$ cat config.mk
export PLATFORM = sky130hd
export DESIGN_NAME = layer1_psum_collector_flat
export DESIGN_NICKNAME = d
export VERILOG_FILES = /design/src/rtl/layer1_psum_collector_if.sv /design/src/rtl/layer1_psum_collector.sv /design/src/flat_wrapper.sv
export SDC_FILE = /design/constraint.sdc
export NUM_CORES = 1
export LEC_CHECK = 0
export BUFFER_PORTS_ARGS = -buffer_cell sky130_fd_sc_hd__buf_2
export CORE_ASPECT_RATIO = 1.2
export CORE_MARGIN = 10
export CORE_UTILIZATION = 45
export CTS_BUF_LIST = sky130_fd_sc_hd__clkbuf_16
export CTS_CLUSTER_SIZE = 28
export DETAILED_ROUTE_END_ITERATION = 6
export PLACE_DENSITY = 0.72
export SLEW_MARGIN = 40
export SYNTH_ARGS = -nofsm -noshare
export SYNTH_HDL_FRONTEND = slang
export SYNTH_SLANG_ARGS = --single-unit
$ cat constraint.sdc
create_clock -name clk -period 11.5 [get_ports clk]
set_input_delay 2.3 -clock clk [delete_from_list [all_inputs] [get_ports clk]]
set_output_delay 2.3 -clock clk [all_outputs]
set_load 0.1 [all_outputs]
$ cat src/rtl/layer1_psum_collector_if.sv
// Handshake bundle between the layer-1 MAC array, the psum collector and the result writer.
// The collector sits on the slave side; the producer/consumer pair drives the master side.
interface layer1_psum_collector_if #(
    parameter int WORDLENGTH = 16
);
    logic                          in_valid;
    logic                          in_ready;
    logic signed [WORDLENGTH-1:0]  partial_channel1;
    logic signed [WORDLENGTH-1:0]  partial_channel2;
    logic signed [WORDLENGTH-1:0]  partial_channel3;
    logic signed [WORDLENGTH-1:0]  partial_channel4;
    logic signed [WORDLENGTH-1:0]  partial_channel5;
    logic signed [WORDLENGTH-1:0]  partial_channel6;
    logic signed [WORDLENGTH-1:0]  partial_channel7;
    logic signed [WORDLENGTH-1:0]  partial_channel8;
    logic                          out_valid;
    logic                          out_ready;
    logic [8*WORDLENGTH-1:0]       out_data;

    modport master (
        output in_valid, out_ready,
        output partial_channel1, partial_channel2, partial_channel3, partial_channel4,
        output partial_channel5, partial_channel6, partial_channel7, partial_channel8,
        input  in_ready, out_valid, out_data
    );

    modport slave (
        input  in_valid, out_ready,
        input  partial_channel1, partial_channel2, partial_channel3, partial_channel4,
        input  partial_channel5, partial_channel6, partial_channel7, partial_channel8,
        output in_ready, out_valid, out_data
    );
endinterface

$ cat src/rtl/layer1_psum_collector.sv
// Layer-1 partial-sum collector: accumulates KERNEL_TAPS beats per pixel, adds bias,
// saturates + ReLU, and queues the packed 8-lane result in a 2-entry FIFO.
module layer1_psum_collector #(
    parameter int WORDLENGTH  = 16,
    parameter int KERNEL_TAPS = 9,
    parameter int ACC_WIDTH   = 20
) (
    input  logic                    clk,
    input  logic                    rst,
    layer1_psum_collector_if.slave  bus,
    input  logic [8*WORDLENGTH-1:0] bias_in,
    input  logic                    bias_load,
    output logic [3:0]              tap_count
);
    localparam int LANES = 8;
    localparam int BUS_W = LANES * WORDLENGTH;
    localparam logic [3:0] LAST_TAP = 4'(KERNEL_TAPS - 1);
    localparam logic signed [ACC_WIDTH-1:0] SAT_MAX = ACC_WIDTH'((1 << (WORDLENGTH - 1)) - 1);

    // Negative sums map to 0 under ReLU, so only the upper clamp needs an explicit bound.
    function automatic logic [WORDLENGTH-1:0] sat_relu(input logic signed [ACC_WIDTH-1:0] s);
        if (s < 0)
            return '0;
        else if (s > SAT_MAX)
            return {1'b0, {(WORDLENGTH-1){1'b1}}};
        else
            return s[WORDLENGTH-1:0];
    endfunction

    logic signed [WORDLENGTH-1:0] part      [LANES];
    logic signed [WORDLENGTH-1:0] bias_lane [LANES];
    logic signed [ACC_WIDTH-1:0]  acc       [LANES];
    logic signed [ACC_WIDTH-1:0]  acc_nxt   [LANES];
    logic signed [ACC_WIDTH-1:0]  sum_p0    [LANES];
    logic [BUS_W-1:0]             bias_reg;
    logic [BUS_W-1:0]             pix_p0;
    logic                         accept;
    logic                         last_tap;
    logic                         vld_p0;
    logic                         pop;
    logic [BUS_W-1:0]             fifo_mem  [2];
    logic                         wr_ptr;
    logic                         rd_ptr;
    logic [1:0]                   fifo_count;

    always_comb begin
        part[0] = bus.partial_channel1;
        part[1] = bus.partial_channel2;
        part[2] = bus.partial_channel3;
        part[3] = bus.partial_channel4;
        part[4] = bus.partial_channel5;
        part[5] = bus.partial_channel6;
        part[6] = bus.partial_channel7;
        part[7] = bus.partial_channel8;
    end

    // Stage p0: final-tap sum, bias add and saturation, all ahead of the FIFO write
    always_comb begin
        pix_p0 = '0;
        for (int i = 0; i < LANES; i++) begin
            bias_lane[i] = bias_reg[BUS_W-1-i*WORDLENGTH -: WORDLENGTH];
            acc_nxt[i]   = acc[i] + ACC_WIDTH'(part[i]);
            sum_p0[i]    = acc_nxt[i] + ACC_WIDTH'(bias_lane[i]);
            pix_p0[BUS_W-1-i*WORDLENGTH -: WORDLENGTH] = sat_relu(sum_p0[i]);
        end
    end

    assign bus.in_ready = !rst && (fifo_count != 2'd2);
    assign accept       = bus.in_valid && bus.in_ready;
    assign last_tap     = (tap_count == LAST_TAP);
    assign vld_p0       = accept && last_tap;
    assign pop          = bus.out_valid && bus.out_ready;

    // Bias is read combinationally above, so a coincident bias_load only affects later pixels.
    always_ff @(posedge clk) begin
        if (rst) begin
            tap_count <= '0;
            bias_reg  <= '0;
            for (int i = 0; i < LANES; i++)
                acc[i] <= '0;
        end else begin
            if (bias_load)
                bias_reg <= bias_in;
            if (accept) begin
                if (last_tap) begin
                    tap_count <= '0;
                    for (int i = 0; i < LANES; i++)
                        acc[i] <= '0;
                end else begin
                    tap_count <= tap_count + 4'd1;
                    for (int i = 0; i < LANES; i++)
                        acc[i] <= acc_nxt[i];
                end
            end
        end
    end

    // Stage p1: 2-entry result FIFO toward the writer
    always_ff @(posedge clk) begin
        if (vld_p0)
            fifo_mem[wr_ptr] <= pix_p0;
    end

    always_ff @(posedge clk) begin
        if (rst) begin
            wr_ptr     <= 1'b0;
            rd_ptr     <= 1'b0;
            fifo_count <= 2'd0;
        end else begin
            if (vld_p0)
                wr_ptr <= ~wr_ptr;
            if (pop)
                rd_ptr <= ~rd_ptr;
            case ({vld_p0, pop})
                2'b10:   fifo_count <= fifo_count + 2'd1;
                2'b01:   fifo_count <= fifo_count - 2'd1;
                default: fifo_count <= fifo_count;
            endcase
        end
    end

    assign bus.out_valid = (fifo_count != 2'd0);
    assign bus.out_data  = bus.out_valid ? fifo_mem[rd_ptr] : '0;
endmodule

$ cat src/flat_wrapper.sv
// flat-port wrapper written by rule: the top's interface ports become plain ports
module layer1_psum_collector_flat 
#(
    parameter int WORDLENGTH  = 16,
    parameter int KERNEL_TAPS = 9,
    parameter int ACC_WIDTH   = 20
)
  (clk, rst, bias_in, bias_load, tap_count, bus_in_valid, bus_out_ready, bus_partial_channel1, bus_partial_channel2, bus_partial_channel3, bus_partial_channel4, bus_partial_channel5, bus_partial_channel6, bus_partial_channel7, bus_partial_channel8, bus_in_ready, bus_out_valid, bus_out_data);
  layer1_psum_collector_if #(.WORDLENGTH(WORDLENGTH)) bus_i ();
  input  logic clk;
  input  logic rst;
  input  logic [8*WORDLENGTH-1:0] bias_in;
  input  logic bias_load;
  output logic [3:0] tap_count;
  input wire logic [$bits(bus_i.in_valid)-1:0] bus_in_valid;
  input wire logic [$bits(bus_i.out_ready)-1:0] bus_out_ready;
  input wire logic [$bits(bus_i.partial_channel1)-1:0] bus_partial_channel1;
  input wire logic [$bits(bus_i.partial_channel2)-1:0] bus_partial_channel2;
  input wire logic [$bits(bus_i.partial_channel3)-1:0] bus_partial_channel3;
  input wire logic [$bits(bus_i.partial_channel4)-1:0] bus_partial_channel4;
  input wire logic [$bits(bus_i.partial_channel5)-1:0] bus_partial_channel5;
  input wire logic [$bits(bus_i.partial_channel6)-1:0] bus_partial_channel6;
  input wire logic [$bits(bus_i.partial_channel7)-1:0] bus_partial_channel7;
  input wire logic [$bits(bus_i.partial_channel8)-1:0] bus_partial_channel8;
  output wire logic [$bits(bus_i.in_ready)-1:0] bus_in_ready;
  output wire logic [$bits(bus_i.out_valid)-1:0] bus_out_valid;
  output wire logic [$bits(bus_i.out_data)-1:0] bus_out_data;
  assign bus_i.in_valid = bus_in_valid;
  assign bus_i.out_ready = bus_out_ready;
  assign bus_i.partial_channel1 = bus_partial_channel1;
  assign bus_i.partial_channel2 = bus_partial_channel2;
  assign bus_i.partial_channel3 = bus_partial_channel3;
  assign bus_i.partial_channel4 = bus_partial_channel4;
  assign bus_i.partial_channel5 = bus_partial_channel5;
  assign bus_i.partial_channel6 = bus_partial_channel6;
  assign bus_i.partial_channel7 = bus_partial_channel7;
  assign bus_i.partial_channel8 = bus_partial_channel8;
  assign bus_in_ready = bus_i.in_ready;
  assign bus_out_valid = bus_i.out_valid;
  assign bus_out_data = bus_i.out_data;
  layer1_psum_collector #(.WORDLENGTH(WORDLENGTH), .KERNEL_TAPS(KERNEL_TAPS), .ACC_WIDTH(ACC_WIDTH)) u_core (.clk(clk), .rst(rst), .bus(bus_i), .bias_in(bias_in), .bias_load(bias_load), .tap_count(tap_count));
endmodule
# Word level (Yosys, flattened, before mapping)
# Memories as Yosys holds them, arrays and structs flattened. A register that Yosys moved wholly into a read port is not among the register bits.
# Cells that the tools add are included.
word_totals:
  register_bits: 136
  ramBits: 416
  output_inout_bits: 134
  word_cells: 120
  n_memories: 2
memory_table:
  columns: ["memory", "words", "word_bits", "rd", "rd_ports_with_merged_regs", "write_ports", "line_no", "text"]
  rows:
  - ["u_core.fifo_mem", 2, 128, 1, 1, 1, "layer1_psum_collector.sv:41", "logic [BUS_W-1:0] fifo_mem [2];"]
  - ["u_core.acc", 8, 20, 8, 0, 8, "layer1_psum_collector.sv:32", "logic signed [ACC_WIDTH-1:0] acc [LANES];"]
op_classes:
  addsub: 19
  magnitude_cmp: 16
  n_eq_ne: 4
  n_mux: 49
  n_bitwise: 18
  reduce_logical: 7
op_table:
  columns: ["op", "count"]
  rows:
  - ["20-bit by 16-bit adder with 20-bit output", 16]
  - ["20-bit two-way mux", 16]
  - ["16-bit two-way mux", 16]
  - ["20-bit by 16-bit greater-than comparator with 1-bit output (second input constant)", 8]
  - ["20-bit by 1-bit less-than comparator with 1-bit output (second input constant)", 8]
  - ["128-bit two-way mux", 1]
  - ["1-bit OR", 16]
  - ["1-bit two-way mux", 14]
  - ["4-bit by 1-bit adder with 4-bit output (second input constant)", 1]
  - ["4-bit == test (second input constant)", 1]
  - ["1-bit logical AND", 4]
  - ["4-bit two-way mux", 1]
  - ["2-bit case mux with 2 select lines", 1]
  - ["2-bit nonzero test", 2]
  - ["2-bit by 1-bit adder with 2-bit output (second input constant)", 1]
  - ["2-bit by 1-bit == test with 1-bit output (second input constant)", 1]
  - ["2-bit == test (second input constant)", 1]
  - ["2-bit != test (second input constant)", 1]
  - ["1-bit NOT", 2]
  - ["2-bit by 1-bit subtractor with 2-bit output (second input constant)", 1]
  - ["1-bit zero test", 1]

# Logic depth before layout (Yosys ltp)
# Gate-level depths: netlist of run 1.
depth:
  ltp_word: 8
  depth_mapped: 23
  ltp_nobuf: 22

# Least setup slack after synthesis of run 1
# OpenSTA, ideal clock, no wires.
synth_timing:
  path_kind: "in2reg"
  start: "input rst"
  end: "memory u_core.fifo_mem[0][0] (netlist name) (enable)"
  setup_ns: 0.617
  t_arrival_ns: 9.969
  slack_ns: 0.914
  cell_stages: 6
  n_path_buf: 2
  cell_sequence: "clkbuf_1 > a21oi_1 > and2_1 > clkbuf_1 > nand2_1 > nor2_1"
synth_between:
  elab_chain_len: 6
synth_rtl:
  columns: ["element", "line_no", "text"]
  rows:
  - ["from (decl)", "flat_wrapper.sv:11", "input logic rst;"]
  - ["1-bit zero test", "layer1_psum_collector.sv:68", "assign bus.in_ready = !rst && (fifo_count != 2'd2);"]
  - ["1-bit logical AND", "layer1_psum_collector.sv:68", null]
  - ["net bus_in_ready", "flat_wrapper.sv:25", "output wire logic [$bits(bus_i.in_ready)-1:0] bus_in_ready;"]
  - ["1-bit logical AND", "layer1_psum_collector.sv:69", "assign accept = bus.in_valid && bus.in_ready;"]
  - ["1-bit logical AND", "layer1_psum_collector.sv:71", "assign vld_p0 = accept && last_tap;"]
  - ["1-bit two-way mux", "layer1_psum_collector.sv:100", "if (vld_p0)"]
  - ["1-bit two-way mux (not written as such)", "layer1_psum_collector.sv:101", "fifo_mem[wr_ptr] <= pix_p0;"]
  - ["to (decl)", "layer1_psum_collector.sv:41", null]
# The timed path passes the listed nets, and every way through them passes these cells.

==> metrics, run 1 <==
status=completed; routed wire length=93000 um; leakage=17.3 nW; Synth top area share=0.343; Die H=324 um; total grt overflow=0; post-layout minimum cycle time=6.79 ns; DIE AREA=0.0885 sq mm; worst rel slew slack=0.472; share of cells above drive strength 1=0.149; Max-Cap Viols=0; fmax=0.147 GHz; Power, Total=0.00709 W; Worst EP arrival=7.13 ns; Top Metal Used=met5; Synth Instances=3334; vias in the first global route=26565; DR WL met2=45500 um; non-filler cells, final=4808; routability congestion estimate=0.887; DR iter-0 viols=1633; Post-Syn Area=0.0346 sq mm; Util after Layout=0.524; max-slew violation total from the final report=0; Worst Tran Pin Value=0.789 ns; Post-DP HPWL=68700 um; Avg Cell Area, Syn=10.4 sq um; pin count of the biggest net entering global routing=81; Ys Warns=0; GR Util All Layers=0.204; number of sinks on the clock net=553; M1 WL=38500 um; post-CTS sizing=0; DRC=0; top_reg_cell synth=edfxtp_1; CTS root buffer=clkbuf_16; cell taking the most area after synthesis=edfxtp_1; post-synth cell types=83; Final Cycle Share=0.591; TritonRoute pass-1 iters=5; Longest Clk Path Bufs=3; multi-input logic area=0.0189 sq mm; Worst-path clk slew=0.06 ns; Via density=5.52; core area=0.0764 sq mm; initial antenna violation count=11; Area Overhead vs Synth=15.6%; Hold Path Class=register to register; Worst setup EP type=register; cell area power density=177 mW/mm^2; Post-synth EDFFs=396; final hold vios=0; Detail Route Antenna Nets=0; TritonCTS clock tree=done; FF+latch area=0.0150 sq mm; PortBufs=394; Num CTS Buffers=60; RSZ-0062 raised after global routing=no; Finish-stage setup viols=0; first-pass GRT wire length=144000 um; wire length on met3=5280 um; post-route cell area=0.0400 sq mm; clk_skew=0.0139 ns; Setup Buffers After CTS=0; Final TNS setup=0 ns; DP Cell Count=4689; Nets=4333; H-tree depth=2; maximum VDD drop=0.000146 V; Via Count=26517; share of flip-flops with an asynchronous set or reset=0; placed inst area=0.0378 sq mm; WS Path Type=input pin to register; # rows=111; largest cells by area after synthesis=edfxtp_1 (34%), ha_1 (12%), dfxtp_1 (9.1%), mux2i_1 (7.5%), nor2_1 (4.7%); Crit Path Max Fanout=15; Initial Util=0.453; fill cell count=6807; CP Launch Type=input pin; Seq cells post-synth=553; WL/cell=19.3 um; Worst Path Required=11.84 ns; die width=273 um; Ports=395; Skew-Pair Late Insertion Delay=0.64 ns; post-synthesis sequential area ratio=0.434; cts hold-fix bufs=0
cell type report:
cell class                      instances  share of cell area
Antenna cell                            4            0.000250
Clock inverter                         53              0.0154
Multi-Input combinational cell       2587               0.472
Sequential cell                       553               0.376
Timing Repair Buffer                  421              0.0563
Tap cell                             1017              0.0318
Clock buffer                           61              0.0381
Inverter                              112              0.0107
metrics by stage:
step | hold WS (ns) | worst slack [ns]
detailed placement | 0.471 | 4.14
CTS | 0.487 | 4.79
floorplan | 0.450 | 0.914
global route | 0.496 | 4.16
finish | 0.486 | 4.71
global placement | 0.462 | 4.24
logic make-up (layout without fill, tap and decap cells):
kind of cell | after synthesis | after routing | share of synthesized area
AO/OA/AOI/OAI | 777 | 777 | 0.148
XOR/XNOR | 254 | 254 | 0.0659
adder cells (fa/ha/maj) | 337 | 337 | 0.125
buffers and inverters | 209 | 647 | 0.0235
flip-flops | 553 | 553 | 0.434
multiplexers | 261 | 261 | 0.0755
other | 1 | 20 | 0.000108
AND/OR/NAND/NOR | 942 | 942 | 0.128
state kept, by name, summed over array words and instances (netlist names), named ones only:
register / flops
u_core.fifo_count: 2
u_core.wr_ptr: 1
u_core.acc: 160
u_core.rd_ptr: 1
u_core.bias_lane: 128
u_core.tap_count: 4
u_core.fifo_mem: 256
power breakdown:
group,internal (W),switching (W),total (W)
clock network,0.00126,0.000851,0.00211
registers,0.00245,0.0000524,0.00250
logic,0.00104,0.00145,0.00248
critical path: stages:
cell      delay (ns)
buf_2           0.10
ha_1            0.22
inv_1           0.09
fa_1            0.22
nor2b_1         0.05
o21ai_0         0.20
a21oi_1         0.14
o21ai_0         0.22
a21oi_1         0.14
o21a_1          0.23
o21a_1          0.19
o41ai_1         0.32
xnor2_1         0.23
ha_1            0.31
a21oi_1         0.20
nand2_1         0.10
a2111o_1        0.37
a31oi_1         0.21
o21bai_1        0.11
or3_4           0.38
a211oi_4        0.61
a21oi_1         0.20
cells in the mapped netlist (14+ instances only):
cell and count:
a211oi_1 29, a31oi_1 22, o21bai_1 34, ha_1 321, nor2_1 433, xor2_1 91
o211ai_1 21, inv_1 112, a21o_1 78, nand3_1 37, and3_1 47, o21a_1 91
nand2_1 118, and2_1 114, a22o_1 16, clkbuf_1 76, xnor2_1 158, fa_1 16
a21oi_1 230, or3_1 25, dfxtp_1 157, nor2b_1 30, o21ai_0 125, mux2i_1 261
edfxtp_1 396, nor3_1 63, a21boi_0 18, nand2b_1 29, or2_2 14
cells in the final DEF, fill, tap and decap left out, drive strengths merged, types with 11 or more instances in the layout:
master / count
clkinv: 24
a211oi: 31
a21boi: 18
a21oi: 232
conb: 16
fa: 16
nor3: 63
o21bai: 34
or3: 26
a31oi: 22
and2: 115
nand2b: 29
o21ai: 128
xnor2: 160
nor2b: 30
o31ai: 11
o211ai: 21
dfxtp: 157
ha: 321
nor2: 433
xor2: 91
and3: 47
clkbuf: 62
a22o: 16
bufinv: 13
nand3: 37
nand2: 118
a21o: 78
inv: 120
or2: 14
mux2i: 261
o21a: 91
edfxtp: 396
buf: 420
nand4: 12
per-layer routing:
metal | vias up | global-route usage
li1 | 13036 | -
met3 | 190 | 0.0402
met4 | 16 | 0.0847
met2 | 659 | 0.354
met5 | - | 0
met1 | 12616 | 0.243
worst paths after layout:
| path | endpoint | slack [ns] | cells past startpoint | from |
|---|---|---|---|---|
| worst max register to register | u_core.fifo_mem[0][41]$_DFFE_PP_ | 6.08 | 21 | u_core.acc[0][100]$_SDFFCE_PN0P_ |
| worst max-delay path | u_core.fifo_mem[0][41]$_DFFE_PP_ | 4.71 | 22 | bus_partial_channel6[0] |
| worst min register to register | u_core.acc[0][19]$_SDFFE_PP0P_ | 0.49 | 1 | u_core.acc[0][19]$_SDFFE_PP0P_ |
| worst min-delay path | u_core.acc[0][19]$_SDFFE_PP0P_ | 0.49 | 1 | u_core.acc[0][19]$_SDFFE_PP0P_ |
Note: power is estimated with default switching activity, not from simulation.
==> inputs of run 2 (changes only) <==
==> constraint.sdc (replaced) <==
create_clock -name clk -period 6.6 [get_ports clk]
set_input_delay 1.32 -clock clk [delete_from_list [all_inputs] [get_ports clk]]
set_output_delay 1.32 -clock clk [all_outputs]
set_load 0.1 [all_outputs]
==> run 2 against run 1 <==
  * Power rose by 70%
  * Register-to-register slack got worse by 4.8 ns
  * Worst setup slack got worse by 3.9 ns
  * Critical path depth did not move
  * Core utilization fell by 0.15 points
  * Clock skew rose by 0.0073 ns
  * First-iteration DRC count rose by 8.3%
  * Final area fell by 0.29%
  * Sequential power rose by 74%
==> metrics, run 2 (synthesis results as in run 1) <==
max-slew violation total from the final report=0 (unchanged); met2 GRT Util=0.360 (+0.00555); commonest cells after routing, fill and taps aside=nor2_1 (430), edfxtp_1 (396), buf_2 (392), ha_1 (321), mux2i_1 (261); Net Sw Frac=0.336 (+0.00487); leakage=17.3 nW (about the same); cts hold-fix bufs=0 (unchanged); Worst Path Required=6.96 ns (-4.88 ns); # rows=111 (unchanged); HP Start=u_core.acc[0][0]$_SDFFE_PP0P_; CP Launch Type=input pin; Most flops, register=u_core.fifo_mem; max reg flops=256 (unchanged); Via Count=26529 (+0.045%); first-pass GRT wire length=144000 um (+0.26%); vias in the first global route=26612 (+0.18%); DRC=0 (unchanged); fill cell count=6842 (+0.51%); Detail Route Antenna Nets=0 (unchanged); Worst-path clk slew=0.06 ns (about the same); Post-DP HPWL=68500 um (-0.29%); RR Endpoint=u_core.fifo_mem[0][22]$_DFFE_PP_; clk_skew=0.0212 ns (+0.00728 ns); worst rel slew slack=0.454 (-0.0179); die width=273 um (unchanged); number of sinks on the clock net=553 (unchanged); total grt overflow=0 (unchanged); routed wire length=92700 um (-0.34%); Final WS setup=0.850 ns (-3.86 ns); routability congestion estimate=0.892 (+0.54%); Max-Cap Viols=0 (unchanged); PortBufs=394 (unchanged); cell area power density=301 mW/mm^2 (+70%); status=completed; pin count of the biggest net entering global routing=94 (+16%); Final TNS setup=0 ns (unchanged); Final Cycle Share=0.871; met3 usage=0.0391 (-0.00110); final hold vios=0 (unchanged); Hold Path Sink=u_core.acc[0][0]$_SDFFE_PP0P_; Setup WS pre-CTS=0.279 ns (-3.86 ns); r2r worst-path depth=21 (unchanged); Worst EP arrival=6.11 ns (-1.02 ns); TritonRoute pass-1 iters=5 (unchanged); Ports=395 (unchanged); DIE AREA=0.0885 sq mm (unchanged); Longest Clk Path Bufs=3 (unchanged); post-CTS sizing=0 (unchanged); GR peak layer=met2; Initial Util=0.453 (unchanged); WL/cell=19.3 um (-0.36%); Skew-Pair Late Insertion Delay=0.64 ns (about the same); Hold Path Class=register to register; Area Overhead vs Synth=15.2%; Crit Path Max Fanout=15 (unchanged); non-filler cells, final=4809 (+0.021%); Hold Path Depth=2 (+1); FF-to-FF Start=u_core.acc[0][120]$_SDFFCE_PN0P_; Internal Power=0.00798 W (+68%); RSZ-0062 raised after global routing=no; Nets=4337 (+0.092%); P_sw=0.00404 W (+72%); Setup Buffers After CTS=0 (unchanged); DR iter-0 viols=1769 (+8.3%); WS Path Type=input pin to register; sequential group share of total power=0.363 (+0.010); Die H=324 um (unchanged); CTS root buffer=clkbuf_16; FF+latch area=0.0150 sq mm (unchanged); maximum VDD drop=0.000226 V (+55%); Worst Tran Pin Value=0.816 ns (+0.0267 ns); Num CTS Buffers=60 (unchanged); fmax=0.174 GHz; post-layout minimum cycle time=5.75 ns; share of cells above drive strength 1=0.146 (-0.00268); core area=0.0764 sq mm (unchanged); Logic pwr share=0.361 (+0.011); commonest non-fill, non-tap cell in the layout=nor2_1; GR Util All Layers=0.205 (+0.000933); Via density=5.52 (about the same); multi-input logic area=0.0189 sq mm (about the same); TritonCTS clock tree=done; DP Cell Count=4694 (+0.11%); H-tree depth=2 (unchanged); clock share of power=0.276 (-0.021); initial antenna violation count=15 (+4); M1 GR Usage=0.244 (+0.00126); Worst setup EP type=register; Finish-stage setup viols=0 (unchanged); r2r setup slk=1.27 ns (-4.81 ns)
==> run 2: cell types whose count changed in the layout (fill, tap and decap cells not counted), moves of 4 or more <==
cell,before,now
buf_12,3,7
buf_4,17,21
buf_6,8,2
bufinv_16,13,4
clkbuf_16,61,65
inv_1,116,129
==> run 2: layout make-up <==
cell class / count / share of cell area
Clock inverter: 47 / 0.00797
Tap cell: 1017 / 0.0319
Sequential cell: 553 / 0.377
Inverter: 112 / 0.0106
Multi-Input combinational cell: 2587 / 0.473
Clock buffer: 64 / 0.0401
Antenna cell: 4 / 0.000251
Timing Repair Buffer: 425 / 0.0592
==> run 2: worst max path at each step <==
stage | startpoint | end | slack, ns
after floorplan | rst | u_core.fifo_mem[0][0]$_DFFE_PP_ | 0.58
after global placement | bus_partial_channel7[0] | u_core.fifo_mem[1][27]$_DFFE_PP_ | 0.38
after detailed placement | bus_partial_channel7[0] | u_core.fifo_mem[0][22]$_DFFE_PP_ | 0.28
after CTS | bus_partial_channel7[0] | u_core.fifo_mem[0][22]$_DFFE_PP_ | 0.94
after global routing | bus_partial_channel7[0] | u_core.fifo_mem[0][22]$_DFFE_PP_ | 0.46
final | bus_partial_channel7[0] | u_core.fifo_mem[0][22]$_DFFE_PP_ | 0.85
==> run 2: through the flow <==
stage,hold WS [ns],util,area [sq um],total power [W]
6_report,0.489,0.522,39900,0.0120
5_1_grt,0.505,0.522,39900,0.0128
4_1_cts,0.491,0.522,39900,0.0121
3_5_place_dp,0.473,0.497,38000,0.00871
3_3_place_gp,0.460,0.496,37900,0.00860
2_1_floorplan,0.450,-,34700,0.00773
==> run 2: power by group through the flow <==
stage	registers, W	clock network, W	logic, W
after floorplan	0.00441	0	0.00332
after global placement	0.00443	0	0.00418
after detailed placement	0.00443	0	0.00428
after CTS	0.00436	0.00339	0.00432
after global routing	0.00438	0.00353	0.00486
final	0.00436	0.00332	0.00434
==> run 2: worst max-delay path: stages <==
cell      delay (ns)
buf_2           0.08
ha_1            0.15
inv_1           0.05
fa_1            0.42
nor2b_1         0.13
o21ai_0         0.10
a21boi_0        0.25
o21ai_0         0.18
a21oi_1         0.26
xor2_1          0.20
ha_1            0.31
a21o_1          0.18
a21oi_1         0.37
nand2_1         0.08
o21ai_0         0.31
nor3_1          0.12
o31ai_1         0.36
or4b_2          0.62
o211ai_1        0.14
xnor2_1         0.14
buf_4           0.25
a21oi_1         0.09
==> run 2: metal layers <==
layer / up-vias / routed length, um
met4: 12 / 3380
li1: 13021 / -
met1: 12598 / 38100
met3: 179 / 5430
met5: - / 80
met2: 719 / 45700
==> inputs of run 3 (changes only) <==
--- a/config.mk
+++ b/config.mk
@@ -9,7 +9,6 @@
 export CORE_ASPECT_RATIO = 1.2
 export CORE_MARGIN = 10
 export CORE_UTILIZATION = 45
-export CTS_BUF_LIST = sky130_fd_sc_hd__clkbuf_16
 export CTS_CLUSTER_SIZE = 28
 export DETAILED_ROUTE_END_ITERATION = 6
 export PLACE_DENSITY = 0.72
==> constraint.sdc (replaced) <==
create_clock -name clk -period 6.6 [get_ports clk]
set_input_delay 0.66 -clock clk [delete_from_list [all_inputs] [get_ports clk]]
set_output_delay 0.66 -clock clk [all_outputs]
set_load 0.1 [all_outputs]
==> run 3 against run 2 <==
  * Wire length grew 0.12%
  * Maximum frequency increased by 7.1%
  * Critical path depth is 1 lower
  * Power increased by 2.1%
  * Combinational power about the same
  * Worst setup slack better by 0.38 ns
  * Clock-buffer cell count up 8
  * Core utilization grew 0.17 points
  * Sequential power barely moved
  * Critical path type is now register to register
  * Critical endpoint is now u_core.fifo_mem[1][44]$_DFFE_PP_
  * Largest power group unchanged
==> metrics, run 3 (synthesis results as in run 1) <==
HP Start=bias_in[104]; Hold Path Class=input pin to register; DIE AREA=0.0885 sq mm (unchanged); Via Count=26386 (-0.54%); critical-path cell list=ha_1, inv_1, fa_1, nor2b_1, o21ai_0, a21oi_1, o21ai_0, a21oi_1, o21a_1, o21a_1, o41ai_1, xnor2_1, ha_1, a21oi_1, nand2_1, a2111o_1, a31oi_1, o21bai_1, or3_4, a211oi_4, a31oi_1; sequential group share of total power=0.355 (-0.008); Logic pwr share=0.353 (-0.008); TritonRoute pass-1 iters=5 (unchanged); Worst Path Required=6.93 ns (-0.03 ns); crit path from=u_core.acc[0][100]$_SDFFCE_PN0P_; Setup Buffers After CTS=0 (unchanged); CP delay by family, top=compound AO/OA/AOI/OAI gates; clock share of power=0.292 (+0.016); CTS root buffer=clkbuf_16; DRC=0 (unchanged); commonest non-fill, non-tap cell in the layout=nor2_1; Final Cycle Share=0.814 (-0.0574); vias in the first global route=26827 (+0.81%); Worst Tran Pin Value=0.761 ns (-0.0548 ns); number of sinks on the clock net=553 (unchanged); Worst path most repeated cell=a21oi_1; max-slew violation total from the final report=0 (unchanged); Skew-Pair Late Insertion Delay=0.64 ns (about the same); fmax=0.186 GHz (+7.1%); Worst-path clk slew=0.06 ns (about the same); Finish-stage setup viols=0 (unchanged); clk_skew=0.0164 ns (-0.00480 ns); PortBufs=394 (unchanged); Initial Util=0.453 (unchanged); Longest Clk Path Bufs=3 (unchanged); CP max-delay cell=a211oi_4; cell area power density=307 mW/mm^2 (+1.8%); pin count of the biggest net entering global routing=129 (+37%); routed wire length=92800 um (+0.12%); GR Util All Layers=0.205 (about the same); share of cells above drive strength 1=0.151 (+0.00426); Post-DP HPWL=67900 um (-0.87%); Most flops, register=u_core.fifo_mem; Die H=324 um (unchanged); WL/cell=19.3 um (+0.12%); Detail Route Antenna Nets=0 (unchanged); Final WS setup=1.23 ns (+0.379 ns); commonest cells after routing, fill and taps aside=nor2_1 (430), edfxtp_1 (396), buf_2 (392), ha_1 (321), mux2i_1 (261); TritonCTS clock tree=done; Worst setup EP type=register; Final TNS setup=0 ns (unchanged); fill cell count=6822 (-0.29%); status=completed; leakage=17.2 nW (-0.16%); cts hold-fix bufs=0 (unchanged); Via density=5.49 (-0.54%); maximum VDD drop=0.000254 V (+12%); post-layout minimum cycle time=5.37 ns (-0.379 ns); Crit Path Max Fanout=15 (unchanged); largest stage delay on the critical path=0.61 ns (about the same); WS Path Type=register to register; Worst EP arrival=5.70 ns (-0.41 ns); Internal Power=0.00818 W (+2.4%); worst rel slew slack=0.493 (+0.0392); max reg flops=256 (unchanged); RSZ-0062 raised after global routing=no; FF-to-FF Start=u_core.acc[0][100]$_SDFFCE_PN0P_; Ports=395 (unchanged); Max-Cap Viols=0 (unchanged); CP Buf/Inv Count=1 (-2); Net Sw Frac=0.334 (-0.00207); H-tree depth=2 (unchanged); initial antenna violation count=18 (+3); core area=0.0764 sq mm (unchanged); Nets=4332 (-0.12%); # rows=111 (unchanged); Setup WS pre-CTS=0.869 ns (+0.590 ns); total grt overflow=0 (unchanged); Area Overhead vs Synth=15.6%; Num CTS Buffers=61 (+1.7%); post-CTS sizing=0 (unchanged); CP Launch Type=register; routability congestion estimate=0.901 (+1.0%); P_sw=0.00410 W (+1.5%); die width=273 um (unchanged); first-pass GRT wire length=145000 um (+0.52%); DR iter-0 viols=1833 (+3.6%); final hold vios=0 (unchanged)
[run 3: cell count changes in the layout (fill, tap and decap cells not counted), sizes merged]
cell      delta
clkinvlp     +4
diode        +1
buf          -6
clkbuf       +8
clkinv       +5
bufinv       +3
inv         -15
[run 3: final timing paths]
path	endpoint	slack, ns	depth (start not counted)
worst min register to register	u_core.acc[0][2]$_SDFFE_PP0P_	0.48	2
worst max-delay path	u_core.fifo_mem[1][44]$_DFFE_PP_	1.23	21
worst min-delay path	u_core.bias_lane[104]$_SDFFE_PP0P_	0.25	3
worst max register to register	u_core.fifo_mem[1][44]$_DFFE_PP_	1.23	21
[run 3: worst register-to-register path, stage by stage (launching register included)]
cell,delay (ns)
edfxtp_1,0.37
ha_1,0.22
inv_1,0.07
fa_1,0.19
nor2b_1,0.05
o21ai_0,0.19
a21oi_1,0.13
o21ai_0,0.23
a21oi_1,0.14
o21a_1,0.23
o21a_1,0.19
o41ai_1,0.33
xnor2_1,0.23
ha_1,0.31
a21oi_1,0.18
nand2_1,0.09
a2111o_1,0.37
a31oi_1,0.21
o21bai_1,0.11
or3_4,0.38
a211oi_4,0.61
a31oi_1,0.22
[run 3: final cells by class]
class                           count  area [sq um]  share of cell area
Antenna cell                        5          12.5            0.000313
Clock buffer                       72          1680              0.0420
Clock inverter                     44           442              0.0110
Inverter                          112           428              0.0107
Multi-Input combinational cell   2587         18900               0.472
Sequential cell                   553         15000               0.376
Tap cell                         1017          1270              0.0318
Timing Repair Buffer              419          2270              0.0568
[run 3: layer usage]
layer | share of wire | track usage
met2 | 0.50 | 0.369
met4 | 0.032 | 0.0684
met3 | 0.053 | 0.0373
met5 | 0.00074 | 0
met1 | 0.41 | 0.241
[run 3: metrics by stage]
| step | total power, W | instances | cell area, sq um | hold WS (ns) | utilization |
|---|---|---|---|---|---|
| 2_1_floorplan | 0.00773 | 3349 | 34700 | 0.450 | - |
| 3_3_place_gp | 0.00859 | 4685 | 37800 | 0.462 | 0.495 |
| 3_5_place_dp | 0.00869 | 4686 | 37800 | 0.469 | 0.495 |
| 4_1_cts | 0.0123 | 4802 | 40000 | 0.201 | 0.523 |
| 5_1_grt | 0.0130 | 4808 | 40000 | 0.218 | 0.524 |
| 6_report | 0.0123 | 4809 | 40000 | 0.252 | 0.524 |
[run 3: power groups by stage]
| stage | registers [W] | clock network (W) | logic, W |
|---|---|---|---|
| CTS | 0.00436 | 0.00367 | 0.00430 |
| global placement | 0.00443 | 0 | 0.00416 |
| finish | 0.00436 | 0.00359 | 0.00433 |
| detailed placement | 0.00443 | 0 | 0.00426 |
| floorplan | 0.00441 | 0 | 0.00332 |
| global route | 0.00438 | 0.00378 | 0.00484 |
